$ cat src/rtl/ctrl_pipe_decoder_pkg.sv
// ctrl_pipe_decoder_pkg: opcodes, ALUOp codes, control bundle and stage register types, plus the load-use match helper
package ctrl_pipe_decoder_pkg;
  localparam logic [6:0] OP_LOAD   = 7'b0000011;
  localparam logic [6:0] OP_IMM    = 7'b0010011;
  localparam logic [6:0] OP_STORE  = 7'b0100011;
  localparam logic [6:0] OP_REG    = 7'b0110011;
  localparam logic [6:0] OP_BRANCH = 7'b1100011;
  localparam logic [6:0] OP_LUI    = 7'b0110111;
  localparam logic [6:0] OP_AUIPC  = 7'b0010111;
  localparam logic [6:0] OP_JAL    = 7'b1101111;
  localparam logic [6:0] OP_JALR   = 7'b1100111;
  localparam logic [2:0] ALUOP_ADD    = 3'b000;
  localparam logic [2:0] ALUOP_IMM    = 3'b001;
  localparam logic [2:0] ALUOP_LUI    = 3'b010;
  localparam logic [2:0] ALUOP_STORE  = 3'b011;
  localparam logic [2:0] ALUOP_REG    = 3'b100;
  localparam logic [2:0] ALUOP_BRANCH = 3'b101;
  localparam logic [2:0] ALUOP_AUIPC  = 3'b110;
  localparam logic [2:0] ALUOP_ILL    = 3'b111;
  typedef struct packed {
    logic reg_write;
    logic mem_read;
    logic mem_write;
    logic branch;
    logic jump;
    logic alu_src;
    logic mem_to_reg;
    logic pc4;
  } ctrl_t;
  typedef struct packed {
    ctrl_t       c;
    logic [2:0]  alu_op;
    logic [4:0]  rd;
  } idex_t;
  typedef struct packed {
    logic       reg_write;
    logic       mem_read;
    logic       mem_write;
    logic       mem_to_reg;
    logic       pc4;
    logic [4:0] rd;
  } exmem_t;
  typedef struct packed {
    logic       reg_write;
    logic       mem_to_reg;
    logic       pc4;
    logic [4:0] rd;
  } memwb_t;
  function automatic logic rs_hit(logic ld, logic [4:0] rd, logic [4:0] rs1, logic [4:0] rs2,
                                  logic u1, logic u2);
    return ld && rd != 5'd0 && ((u1 && rd == rs1) || (u2 && rd == rs2));
  endfunction
endpackage

$ cat src/rtl/ctrl_pipe_decoder_table.sv
// ctrl_decode_table: combinational opcode -> control bundle, ALUOp, source-register usage and legality
module ctrl_decode_table
  import ctrl_pipe_decoder_pkg::*;
#(
  parameter bit EN_JUMP  = 1'b1,
  parameter bit EN_UPPER = 1'b1
) (
  input  logic [6:0] opcode_i,
  output ctrl_t      ctrl_o,
  output logic [2:0] alu_op_o,
  output logic       use_rs1_o,
  output logic       use_rs2_o,
  output logic       legal_o
);
  always_comb begin
    ctrl_o    = '0;
    alu_op_o  = ALUOP_ILL;
    use_rs1_o = 1'b0;
    use_rs2_o = 1'b0;
    legal_o   = 1'b1;
    case (opcode_i)
      OP_LOAD:   begin ctrl_o = 8'b1100_0110; alu_op_o = ALUOP_ADD;    use_rs1_o = 1'b1; end
      OP_IMM:    begin ctrl_o = 8'b1000_0100; alu_op_o = ALUOP_IMM;    use_rs1_o = 1'b1; end
      OP_STORE:  begin ctrl_o = 8'b0010_0100; alu_op_o = ALUOP_STORE;  use_rs1_o = 1'b1; use_rs2_o = 1'b1; end
      OP_REG:    begin ctrl_o = 8'b1000_0000; alu_op_o = ALUOP_REG;    use_rs1_o = 1'b1; use_rs2_o = 1'b1; end
      OP_BRANCH: begin ctrl_o = 8'b0001_0000; alu_op_o = ALUOP_BRANCH; use_rs1_o = 1'b1; use_rs2_o = 1'b1; end
      OP_LUI:    if (EN_UPPER) begin ctrl_o = 8'b1000_0100; alu_op_o = ALUOP_LUI;   end else legal_o = 1'b0;
      OP_AUIPC:  if (EN_UPPER) begin ctrl_o = 8'b1000_0100; alu_op_o = ALUOP_AUIPC; end else legal_o = 1'b0;
      OP_JAL:    if (EN_JUMP)  begin ctrl_o = 8'b1000_1101; alu_op_o = ALUOP_ADD;   end else legal_o = 1'b0;
      OP_JALR:   if (EN_JUMP)  begin ctrl_o = 8'b1000_1101; alu_op_o = ALUOP_ADD; use_rs1_o = 1'b1; end else legal_o = 1'b0;
      default:   legal_o = 1'b0;
    endcase
  end
endmodule

$ cat src/rtl/ctrl_pipe_decoder.sv
// ctrl_pipe_decoder: ID decode, ID/EX-EX/MEM-MEM/WB control pipeline with load-use stall, flush bubbles and external freeze
module ctrl_pipe_decoder
  import ctrl_pipe_decoder_pkg::*;
#(
  parameter int ALUOP_W  = 3,
  parameter bit EN_JUMP  = 1'b1,
  parameter bit EN_UPPER = 1'b1,
  parameter int LOAD_LAT = 1
) (
  input  logic               clk,
  input  logic               rst,
  input  logic               id_valid,
  input  logic [6:0]         id_opcode,
  input  logic [4:0]         id_rs1,
  input  logic [4:0]         id_rs2,
  input  logic [4:0]         id_rd,
  input  logic               stall_in,
  input  logic               flush_in,
  output logic               hazard_stall,
  output logic               illegal_instr,
  output logic               ex_alu_src,
  output logic [ALUOP_W-1:0] ex_alu_op,
  output logic               ex_branch,
  output logic               ex_jump,
  output logic [4:0]         ex_rd,
  output logic               mem_read,
  output logic               mem_write,
  output logic [4:0]         mem_rd,
  output logic               wb_reg_write,
  output logic               wb_mem_to_reg,
  output logic               wb_pc4,
  output logic [4:0]         wb_rd
);
  localparam int CW = $clog2(LOAD_LAT + 1);
  ctrl_t          tbl_ctrl, dec_ctrl;
  logic [2:0]     dec_alu_op;
  logic           use_rs1, use_rs2, legal, detect;
  idex_t          ex_q, ex_d;
  exmem_t         mem_q, mem_d;
  memwb_t         wb_q, wb_d;
  logic [CW-1:0]  cnt_q, cnt_d;
  ctrl_decode_table #(.EN_JUMP(EN_JUMP), .EN_UPPER(EN_UPPER)) u_table (
    .opcode_i (id_opcode),
    .ctrl_o   (tbl_ctrl),
    .alu_op_o (dec_alu_op),
    .use_rs1_o(use_rs1),
    .use_rs2_o(use_rs2),
    .legal_o  (legal)
  );
  always_comb begin
    dec_ctrl = tbl_ctrl;
    dec_ctrl.reg_write = tbl_ctrl.reg_write & id_valid & (id_rd != 5'd0);
  end
  assign detect = id_valid & (rs_hit(ex_q.c.mem_read, ex_q.rd, id_rs1, id_rs2, use_rs1, use_rs2) |
                  ((LOAD_LAT >= 2) & rs_hit(mem_q.mem_read, mem_q.rd, id_rs1, id_rs2, use_rs1, use_rs2)));
  assign hazard_stall  = !flush_in & (detect | (cnt_q != '0));
  assign illegal_instr = id_valid & !legal;
  always_comb begin
    ex_d  = ex_q;
    mem_d = mem_q;
    wb_d  = wb_q;
    cnt_d = cnt_q;
    if (!stall_in) begin
      mem_d = '{reg_write: ex_q.c.reg_write, mem_read: ex_q.c.mem_read, mem_write: ex_q.c.mem_write,
                mem_to_reg: ex_q.c.mem_to_reg, pc4: ex_q.c.pc4, rd: ex_q.rd};
      wb_d  = '{reg_write: mem_q.reg_write, mem_to_reg: mem_q.mem_to_reg, pc4: mem_q.pc4, rd: mem_q.rd};
      ex_d  = (flush_in | hazard_stall) ? '0 : idex_t'{c: dec_ctrl, alu_op: dec_alu_op, rd: id_rd};
      cnt_d = flush_in ? '0 :
              (detect && cnt_q == '0) ? CW'(LOAD_LAT - 1) :
              (cnt_q != '0) ? cnt_q - CW'(1) : cnt_q;
    end
  end
  always_ff @(posedge clk) begin
    if (rst) begin
      ex_q  <= '0;
      mem_q <= '0;
      wb_q  <= '0;
      cnt_q <= '0;
    end else begin
      ex_q  <= ex_d;
      mem_q <= mem_d;
      wb_q  <= wb_d;
      cnt_q <= cnt_d;
    end
  end
  assign ex_alu_src    = ex_q.c.alu_src;
  assign ex_alu_op     = ALUOP_W'(ex_q.alu_op);
  assign ex_branch     = ex_q.c.branch;
  assign ex_jump       = ex_q.c.jump;
  assign ex_rd         = ex_q.rd;
  assign mem_read      = mem_q.mem_read;
  assign mem_write     = mem_q.mem_write;
  assign mem_rd        = mem_q.rd;
  assign wb_reg_write  = wb_q.reg_write;
  assign wb_mem_to_reg = wb_q.mem_to_reg;
  assign wb_pc4        = wb_q.pc4;
  assign wb_rd         = wb_q.rd;
endmodule
$ cat config.mk
export PLATFORM = sky130hd
export DESIGN_NAME = ctrl_pipe_decoder
export DESIGN_NICKNAME = d
export VERILOG_FILES = /design/src/rtl/ctrl_pipe_decoder_pkg.sv /design/src/rtl/ctrl_pipe_decoder_table.sv /design/src/rtl/ctrl_pipe_decoder.sv
export SDC_FILE = /design/constraint.sdc
export NUM_CORES = 1
export LEC_CHECK = 0
export CORE_ASPECT_RATIO = 1.5
export CORE_MARGIN = 2
export CORE_UTILIZATION = 45
export DETAILED_ROUTE_END_ITERATION = 16
export GPL_ROUTABILITY_DRIVEN = 0
export PLACE_DENSITY = 0.76
export REMOVE_ABC_BUFFERS = 1
export SYNTH_ARGS = -nofsm -noshare
export SYNTH_HDL_FRONTEND = slang
export SYNTH_SLANG_ARGS = --single-unit
$ cat constraint.sdc
create_clock -name clk -period 4.49 [get_ports clk]
set_clock_uncertainty 0.15 [all_clocks]
set_input_delay 1.347 -clock clk [delete_from_list [all_inputs] [get_ports clk]]
set_output_delay 1.347 -clock clk [all_outputs]
set_load 0.02 [all_outputs]
# Yosys cells after proc, flatten, opt, wreduce, memory -nomap -nowiden
# Index checks and enable logic that the tools add are counted.
# classes
addsub	1
n_mul	0
div	0
magnitude_cmp	0
eq_ne	11
shifts	0
n_mux	9
bitwise	8
reduce_logical	16
# ops
operator	n
$pmux 8 s6	1
$eq 7x6->1 const B	3
$eq 7x7->1 const B	3
$pmux 3 s7	1
$mux 16	1
$eq 7x5->1 const B	2
$eq 5x5->1	2
$reduce_bool 5->1	2
$reduce_or 3->1	3
$reduce_or 9->1	1
$eq 7x2->1 const B	1
$mux 1	6
$reduce_or 6->1	1
$and 1x1->1	5
$logic_and 1x1->1	5
$logic_not 1->1	2
$or 1x1->1	2
$reduce_or 2->1	1
$logic_or 1x1->1	1
$not 1->1	1
$sub 1x1->1 const B	1
# word_totals
ff_bits	35
latchBits	0
ramBits	0
romBits	0
in_bits	27
output_inout_bits	28
wordCells	66
memories	0

# Logic depth before layout (Yosys ltp)
# Gate-level depths: netlist of the first run.
# depth
word_depth	11
ltp_mapped	7
mapped_depth_nobuf	5

# Modules after synthesis
# A second synthesis of the first run with hierarchy kept.
# hier_totals
hier_cells	207
area_unflattened_um2	1860.5
# modules_own_cells
mod	instances	cells_per_inst	area_per_inst_um2	seq_area_each_um2
ctrl_pipe_decoder	1	166	1597.8	680.7
ctrl_decode_table	1	41	262.8	0.0

# Worst setup path after synthesis of the first run
# Ideal clock, no wire load.
# synth_path
kind	input-to-output
startpoint	in id_opcode[2]
endpoint	out hazard_stall
arrival_ns	2.813
required_time_ns	2.993
path_slack_ns	0.180
cell_stages	6
path_buffers	2
path_cell_list	clkbuf_2 or3_4 nor4_4 o2111ai_4 buf_6 nor2_1
# synth_between
elab_chain_len	9
word_cells_on_any_way	17
classes_between	eq/ne: 6; mux: 2; bitwise: 3; reduce/logical: 6
# synth_rtl
item	line	rtl
start: declaration	ctrl_pipe_decoder.sv:13	input logic [6:0] id_opcode,
$eq 7x2->1, or another cell as far along	ctrl_pipe_decoder_table.sv:21	case (opcode_i)
$reduce_or 6->1 (no line) or $reduce_or 3->1 (tied branches)	-	
$mux 1 (on tied branches)	-	
$logic_and 1x1->1	ctrl_pipe_decoder_pkg.sv:51	return ld && rd != 5'd0 && ((u1 && rd == rs1) || (u2 && rd == rs2));
$logic_or 1x1->1 (*)	ctrl_pipe_decoder_pkg.sv:51	
$logic_and 1x1->1 (*)	ctrl_pipe_decoder_pkg.sv:51	
$and 1x1->1 (*)	ctrl_pipe_decoder.sv:54	assign detect = id_valid & (rs_hit(ex_q.c.mem_read, ex_q.rd, id_rs1, id_rs2, use_rs1, use_rs2) |
$or 1x1->1 (*)	ctrl_pipe_decoder.sv:56	assign hazard_stall = !flush_in & (detect | (cnt_q != '0));
$and 1x1->1 (*)	ctrl_pipe_decoder.sv:56	
end: declaration	ctrl_pipe_decoder.sv:19	output logic hazard_stall,
# Mark *: on every way between the ends. The rest lies on a longest branch, timed or not.

# Final worst setup path of the first run
# layout_path
startpoint	in id_rs1[4]
endpoint	out hazard_stall
# layout_between
elab_chain_len	7
# layout_rtl
item	line	rtl
start: declaration	ctrl_pipe_decoder.sv:14	input logic [4:0] id_rs1,
$eq 5x5->1	ctrl_pipe_decoder_pkg.sv:51	
$logic_and 1x1->1	ctrl_pipe_decoder_pkg.sv:51	
$logic_or 1x1->1	ctrl_pipe_decoder_pkg.sv:51	
$logic_and 1x1->1	ctrl_pipe_decoder_pkg.sv:51	
$and 1x1->1	ctrl_pipe_decoder.sv:54	
$or 1x1->1	ctrl_pipe_decoder.sv:56	
$and 1x1->1	ctrl_pipe_decoder.sv:56	
# No other way between the ends.

==> flow_metrics.py, run 1 <==
metrics = {
    "synthesis": {
        "postSynthCellCount": 166,
        "avgSynthCellArea_um2": 9.550,
        "synth_warnings": 0,
        "synth-xor-area-share": 0.06077,
        "synth_compound_area_frac": 0.1523,
        "synth_area_um2": 1585,
        "async_flop_share": 0,
        "synth_fa_ha_area_frac": 0,
        "synth_cell_types": 39,
        "synth_flop_cell": "dfxtp_1",
        "synth_edf_count": 0,
        "synth-seq-area-share": 0.3915,
        "synthSimpleGateAreaFrac": 0.1839,
        "synth_mux_area_frac": 0.1073,
        "ys_ff_latch": 31,
        "synth_top_family_by_area": "simple AND/OR/NAND/NOR gates",
    },
    "route": {
        "wirelength_um": 3865,
        "vias_per_cell": 5.419,
        "routedWlPerCell_um": 14.87,
        "firstDrtPassIters": 4,
        "vias": 1409,
        "drcViolationCount": 0,
        "drt_iter0_markers": 25,
        "postRouteAntennaNets": 0,
    },
    "sta": {
        "rsz0062_at_grt": "no",
        "hold_ws_ps": 333.7,
        "hold_viol_final": 0,
        "max_freq_mhz": 226.1,
        "tightest_slew_ps": 1020,
        "min_period_ps": 4423,
        "finalMaxSlewViolations": 0,
        "fin_crit_sh": 0.9851,
        "setup_viol": 0,
        "max-slew-margin-rel": 0.3185,
    },
    "power_and_ir_drop": {
        "seqPwrFrac": 0.479,
        "power.switching_uw": 143.0,
        "switching_share": 0.2401,
        "intPower_uw": 452.5,
        "vdd_drop_max_uv": 179.6,
        "leakage_uw": 0.0008959,
        "p_comb_frac": 0.164,
        "power_density_nw_per_um2": 267.8,
        "clkPwrFrac": 0.356,
    },
    "global_routing": {
        "gr-usage-all-layers": 0.2068,
        "grt_pass1_vias": 1377,
        "grt_pass1_wl_um": 6361,
        "gr-total-overflow": 0,
        "antenna_found_initial": 0,
        "grt_start_max_net_pins": 17,
    },
    "floorplanning": {
        "ios": 55,
        "die_w_um": 52.46,
        "dieHeight_um": 76.69,
        "die_area_um2": 4023,
        "initial_core_util": 0.4686,
        "coreArea_um2": 3383,
        "placementRows": 26,
    },
    "run_status": {
        "status": "finished clean",
    },
    "clocking": {
        "cts_buffer_depth": 2,
        "clk_pin_slew_worst_paths_ps": 60,
        "htree_num_levels": 2,
        "cts_sinks": 31,
        "clock_latency_ps": 270,
        "numCtsBuffers": 5,
        "postCtsSetupBuffers": 0,
        "clockRootBuffer": "clkbuf_8",
        "cts_tree": "yes",
    },
    "place": {
        "place_area_um2": 2126,
        "portBuffers": 54,
        "dp_hpwl_um": 3062,
        "place_inst": 253,
    },
    "setup_path": {
        "cp-end-kind": "output pin",
        "arrival_ps": 2930,
        "startpoint_type": "primary input",
        "worst_path_max_delay_cell": "clkdlybuf4s50_1",
        "max_stage_delay_ps": 420,
        "worstSetupPathType": "primary input to output pin",
        "path_cells": "clkdlybuf4s50_1 > xor2_1 > nor4_2 > and3_1 > o2111ai_4 > nor2_1 > buf_4",
        "cp.buffers_inverters": 2,
        "crit_fanout": 2,
        "critPathTopFamily": "simple AND/OR/NAND/NOR gates",
        "required_ps": 2990,
    },
    "final_layout": {
        "drive_above_1_share": 0.1514,
        "num_antenna_cells": 0,
        "nets": 245,
        "final_area_um2": 2223,
        "syn_to_final_growth_pct": 40.25,
        "n_fill_cell": 279,
        "stdcell_count": 260,
    },
    "job": {
        "drv_cap": 0,
    },
    "hold_path": {
        "hp-class": "register to register",
    },
}
[cells in the final DEF (no fill, tap or decap), types with 5 or more instances in the layout]
master / count
xor2_1: 7
dfxtp_1: 31
mux2i_1: 17
nor3_1: 7
a22o_1: 8
o21ai_0: 5
a32o_1: 5
clkbuf_8: 6
nor2_1: 22
buf_4: 15
clkdlybuf4s50_1: 49
[synthesized netlist by cell type (all sizes together), types with 2 or more instances]
master | instances | area [µm²]
a21oi | 4 | 20.02
a22o | 8 | 70.07
a31oi | 4 | 25.02
a32o | 5 | 50.05
and3 | 2 | 12.51
buf | 18 | 131.4
clkbuf | 6 | 33.77
dfxtp | 31 | 620.6
mux2i | 17 | 170.2
nand2 | 5 | 21.27
nor2 | 22 | 82.58
nor2b | 2 | 12.51
nor3 | 7 | 35.03
nor3b | 2 | 15.01
nor4 | 2 | 27.53
o21ai | 5 | 25.02
or3 | 2 | 17.52
xnor2 | 4 | 35.03
xor2 | 7 | 61.31
[final cells by class]
| type | instances | area [µm²] | area share |
|---|---|---|---|
| multi-input cells | 111 | 809.5 | 0.3641 |
| repair buffers | 69 | 653.1 | 0.2938 |
| flip-flops and latches | 31 | 620.6 | 0.2791 |
| clock buffers | 6 | 82.58 | 0.03714 |
| well taps | 42 | 52.55 | 0.02364 |
| clock inverters | 1 | 5.005 | 0.002251 |
[stage by stage]
step	setup TNS [ps]	util	setup slack, ps	power, µW
2_1_floorplan	0	-	359.6	326.2
3_3_place_gp	-726.0	0.6283	-437.6	386.7
3_5_place_dp	-770.2	0.6283	-472.6	388.2
4_1_cts	0	0.6538	0.7896	599.5
5_1_grt	0	0.6572	6.982	622.7
6_report	0	0.6572	66.92	595.5
[metal layers]
metal / vias to the layer above / track usage / share of wire
met3: 5 / 0.04280 / 0.057
li1: 679 / - / -
met5: - / 0 / 0
met4: 0 / 0.06154 / 0.012
met1: 668 / 0.2441 / 0.39
met2: 57 / 0.3625 / 0.54
[power groups by stage]
| stage | clock (µW) | sequential (µW) | combinational, µW |
|---|---|---|---|
| final | 212 | 285 | 97.9 |
| after global routing | 232 | 286 | 105 |
| after CTS | 217 | 285 | 97.2 |
| after detailed placement | 0 | 291 | 96.7 |
| after global placement | 0 | 291 | 95.3 |
| after floorplan | 0 | 296 | 29.7 |
[timing repair]
| action | 4_1_cts | 5_1_grt |
|---|---|---|
| pin swaps | 2 | 5 |
| gates resized for setup | 10 | 6 |
| setup endpoints to repair | 2 | 2 |
| hold buffers | 0 | 0 |
[worst register-to-register path: stages, from the launching register on]
cell	delay, ps
dfxtp_1	440
xor2_1	120
nor4_2	330
and3_1	250
o2111ai_4	140
buf_4	210
a32o_1	260
[cell families after synthesis]
family	after synthesis
xor+xnor	11
flops	31
compound gates	30
buf+inv	24
simple gates	53
mux	17
[path summary, 6_finish.rpt]
check	start	endpoint	slack, ps	cells after the start
worst max-delay path	id_rs1[4]	hazard_stall	70	7
worst min-delay path	ex_alu_op[0]	ex_alu_op[0]	330	1
worst max register to register	ex_rd[4]	ex_rd[3]	2480	6
worst min register to register	ex_alu_op[0]	ex_alu_op[0]	330	1
No activity file was read; power rests on OpenSTA's default activity.
==> inputs of run 2 (changes only) <==
--- a/config.mk
+++ b/config.mk
@@ -6,12 +6,12 @@
 export NUM_CORES = 1
 export LEC_CHECK = 0
 export CORE_ASPECT_RATIO = 1.5
-export CORE_MARGIN = 2
 export CORE_UTILIZATION = 45
 export DETAILED_ROUTE_END_ITERATION = 16
 export GPL_ROUTABILITY_DRIVEN = 0
 export PLACE_DENSITY = 0.76
 export REMOVE_ABC_BUFFERS = 1
+export SLEW_MARGIN = 25
 export SYNTH_ARGS = -nofsm -noshare
 export SYNTH_HDL_FRONTEND = slang
 export SYNTH_SLANG_ARGS = --single-unit
==> run 2 against run 1 <==
Clock power up 12%. Critical endpoint unchanged. First-iteration DRC count up 16%. Highest routed layer unchanged. Largest power group unchanged. Die area fell by 6.3%. Combinational power increased by 1%. Total power rose by 4.5%.
==> flow_metrics.py, run 2 (synthesized netlist as in run 1, its figures left out) <==
metrics = {
    "run_status": {
        "status": "finished clean",
    },
    "power_and_ir_drop": {
        "power_density_nw_per_um2": 279.0,
        "finalPower_uw": 622.1,
        "leakage_uw": 0.0008862,
        "vdd_drop_max_uv": 185.3,
    },
    "place": {
        "dp_hpwl_um": 2987,
        "portBuffers": 54,
        "place_inst": 253,
        "place_area_um2": 2126,
    },
    "clocking": {
        "clk_pin_slew_worst_paths_ps": 70,
        "numCtsBuffers": 5,
        "htree_num_levels": 2,
        "cts_sinks": 31,
        "clockRootBuffer": "clkbuf_8",
        "clock_latency_ps": 280,
        "cts_buffer_depth": 2,
        "postCtsHoldBufs": 0,
        "cts_tree": "yes",
        "postCtsSetupBuffers": 0,
    },
    "setup_path": {
        "required_ps": 2990,
        "r2r_cells": 6,
        "startpoint_type": "primary input",
        "arrival_ps": 2970,
        "crit_cells": 7,
        "cp-end-kind": "output pin",
        "worst_path_max_delay_cell": "clkdlybuf4s50_1",
        "worstSetupPathType": "primary input to output pin",
        "crit_fanout": 2,
        "path_cells": "clkdlybuf4s50_1 > xor2_1 > nor4_1 > and3_1 > o2111ai_4 > nor2_1 > buf_2",
        "cp.buffers_inverters": 2,
        "critPathTopFamily": "simple AND/OR/NAND/NOR gates",
        "max_stage_delay_ps": 410,
    },
    "final_layout": {
        "multi_input_area_um2": 813.3,
        "mostFrequentLayoutCells": "clkdlybuf4s50_1, dfxtp_1, nor2_1, mux2i_1, buf_4",
        "stdcell_count": 261,
        "n_fill_cell": 297,
        "final_area_um2": 2230,
        "nets": 245,
        "num_antenna_cells": 0,
        "drive_above_1_share": 0.1553,
        "regArea_um2": 620.6,
        "layout_commonest_cell": "clkdlybuf4s50_1",
        "syn_to_final_growth_pct": 40.65,
    },
    "hold_path": {
        "min_path_cells": 1,
        "hp-class": "register to register",
    },
    "global_routing": {
        "grt_start_max_net_pins": 21,
        "gr-usage-all-layers": 0.2319,
        "antenna_found_initial": 0,
        "gr-total-overflow": 0,
        "grt_pass1_vias": 1414,
        "grt_pass1_wl_um": 6430,
    },
    "sta": {
        "hold_viol_final": 0,
        "finalMaxSlewViolations": 0,
        "max_freq_mhz": 223.8,
        "setup_viol": 0,
        "fin_crit_sh": 0.9953,
        "rsz0062_at_grt": "yes",
        "tightest_slew_ps": 568.1,
        "max-slew-margin-rel": 0.6196,
        "min_period_ps": 4469,
    },
    "route": {
        "postRouteAntennaNets": 0,
        "drcViolationCount": 0,
        "drt_iter0_markers": 29,
        "vias_per_cell": 5.475,
        "firstDrtPassIters": 4,
        "wirelength_um": 3923,
        "vias": 1429,
        "routedWlPerCell_um": 15.03,
    },
    "floorplanning": {
        "placementRows": 26,
        "die_area_um2": 3769,
        "coreArea_um2": 3383,
        "ios": 55,
        "initial_core_util": 0.4686,
        "dieHeight_um": 74.69,
        "die_w_um": 50.46,
    },
    "job": {
        "drv_cap": 0,
    },
}
## run 2: per-stage QoR
stage          hold slack (ps)  setup TNS [ps]  worst slack [ps]  utilization
3_5_place_dp             318.8          -736.0            -463.7       0.6283
2_1_floorplan            298.9               0             359.6            -
6_report                 337.0               0             21.14       0.6590
5_1_grt                  351.6          -73.40            -73.40       0.6590
4_1_cts                  337.4               0             15.48       0.6575
3_3_place_gp             314.0          -698.1            -418.6       0.6283
## run 2: where the power goes
part | leakage [µW] | switching, µW | internal, µW
clock | 0.0000515 | 97.8 | 140
combinational | 0.000584 | 45.8 | 53.2
sequential | 0.000251 | 5.58 | 280
total | 0.000886 | 149 | 473
## run 2: metal layers
metal	wire length [µm]	GRT usage
met5	0	0
met4	87	0.1389
met1	1540	0.2434
met2	2036	0.4148
met3	259	0.05859
## run 2: worst paths after layout
kind | from | endpoint | slack, ps
min | ex_q[15] | ex_q[15] | 340
max | id_rs1[4] | hazard_stall | 20
max reg2reg | ex_rd[0] | ex_rd[1] | 2410
min reg2reg | ex_q[15] | ex_q[15] | 340
## run 2: layout make-up
type / count / area share
clock buffer: 8 / 0.04489
multi-input combinational: 111 / 0.3648
timing repair buffer: 69 / 0.2884
sequential: 31 / 0.2783
tap: 42 / 0.02357
## run 2: what timing repair did
item | 4_1_cts | 5_1_grt
resized for setup | 7 | 3
pin swaps | 1 | 0
setup endpoints to repair | 2 | 2
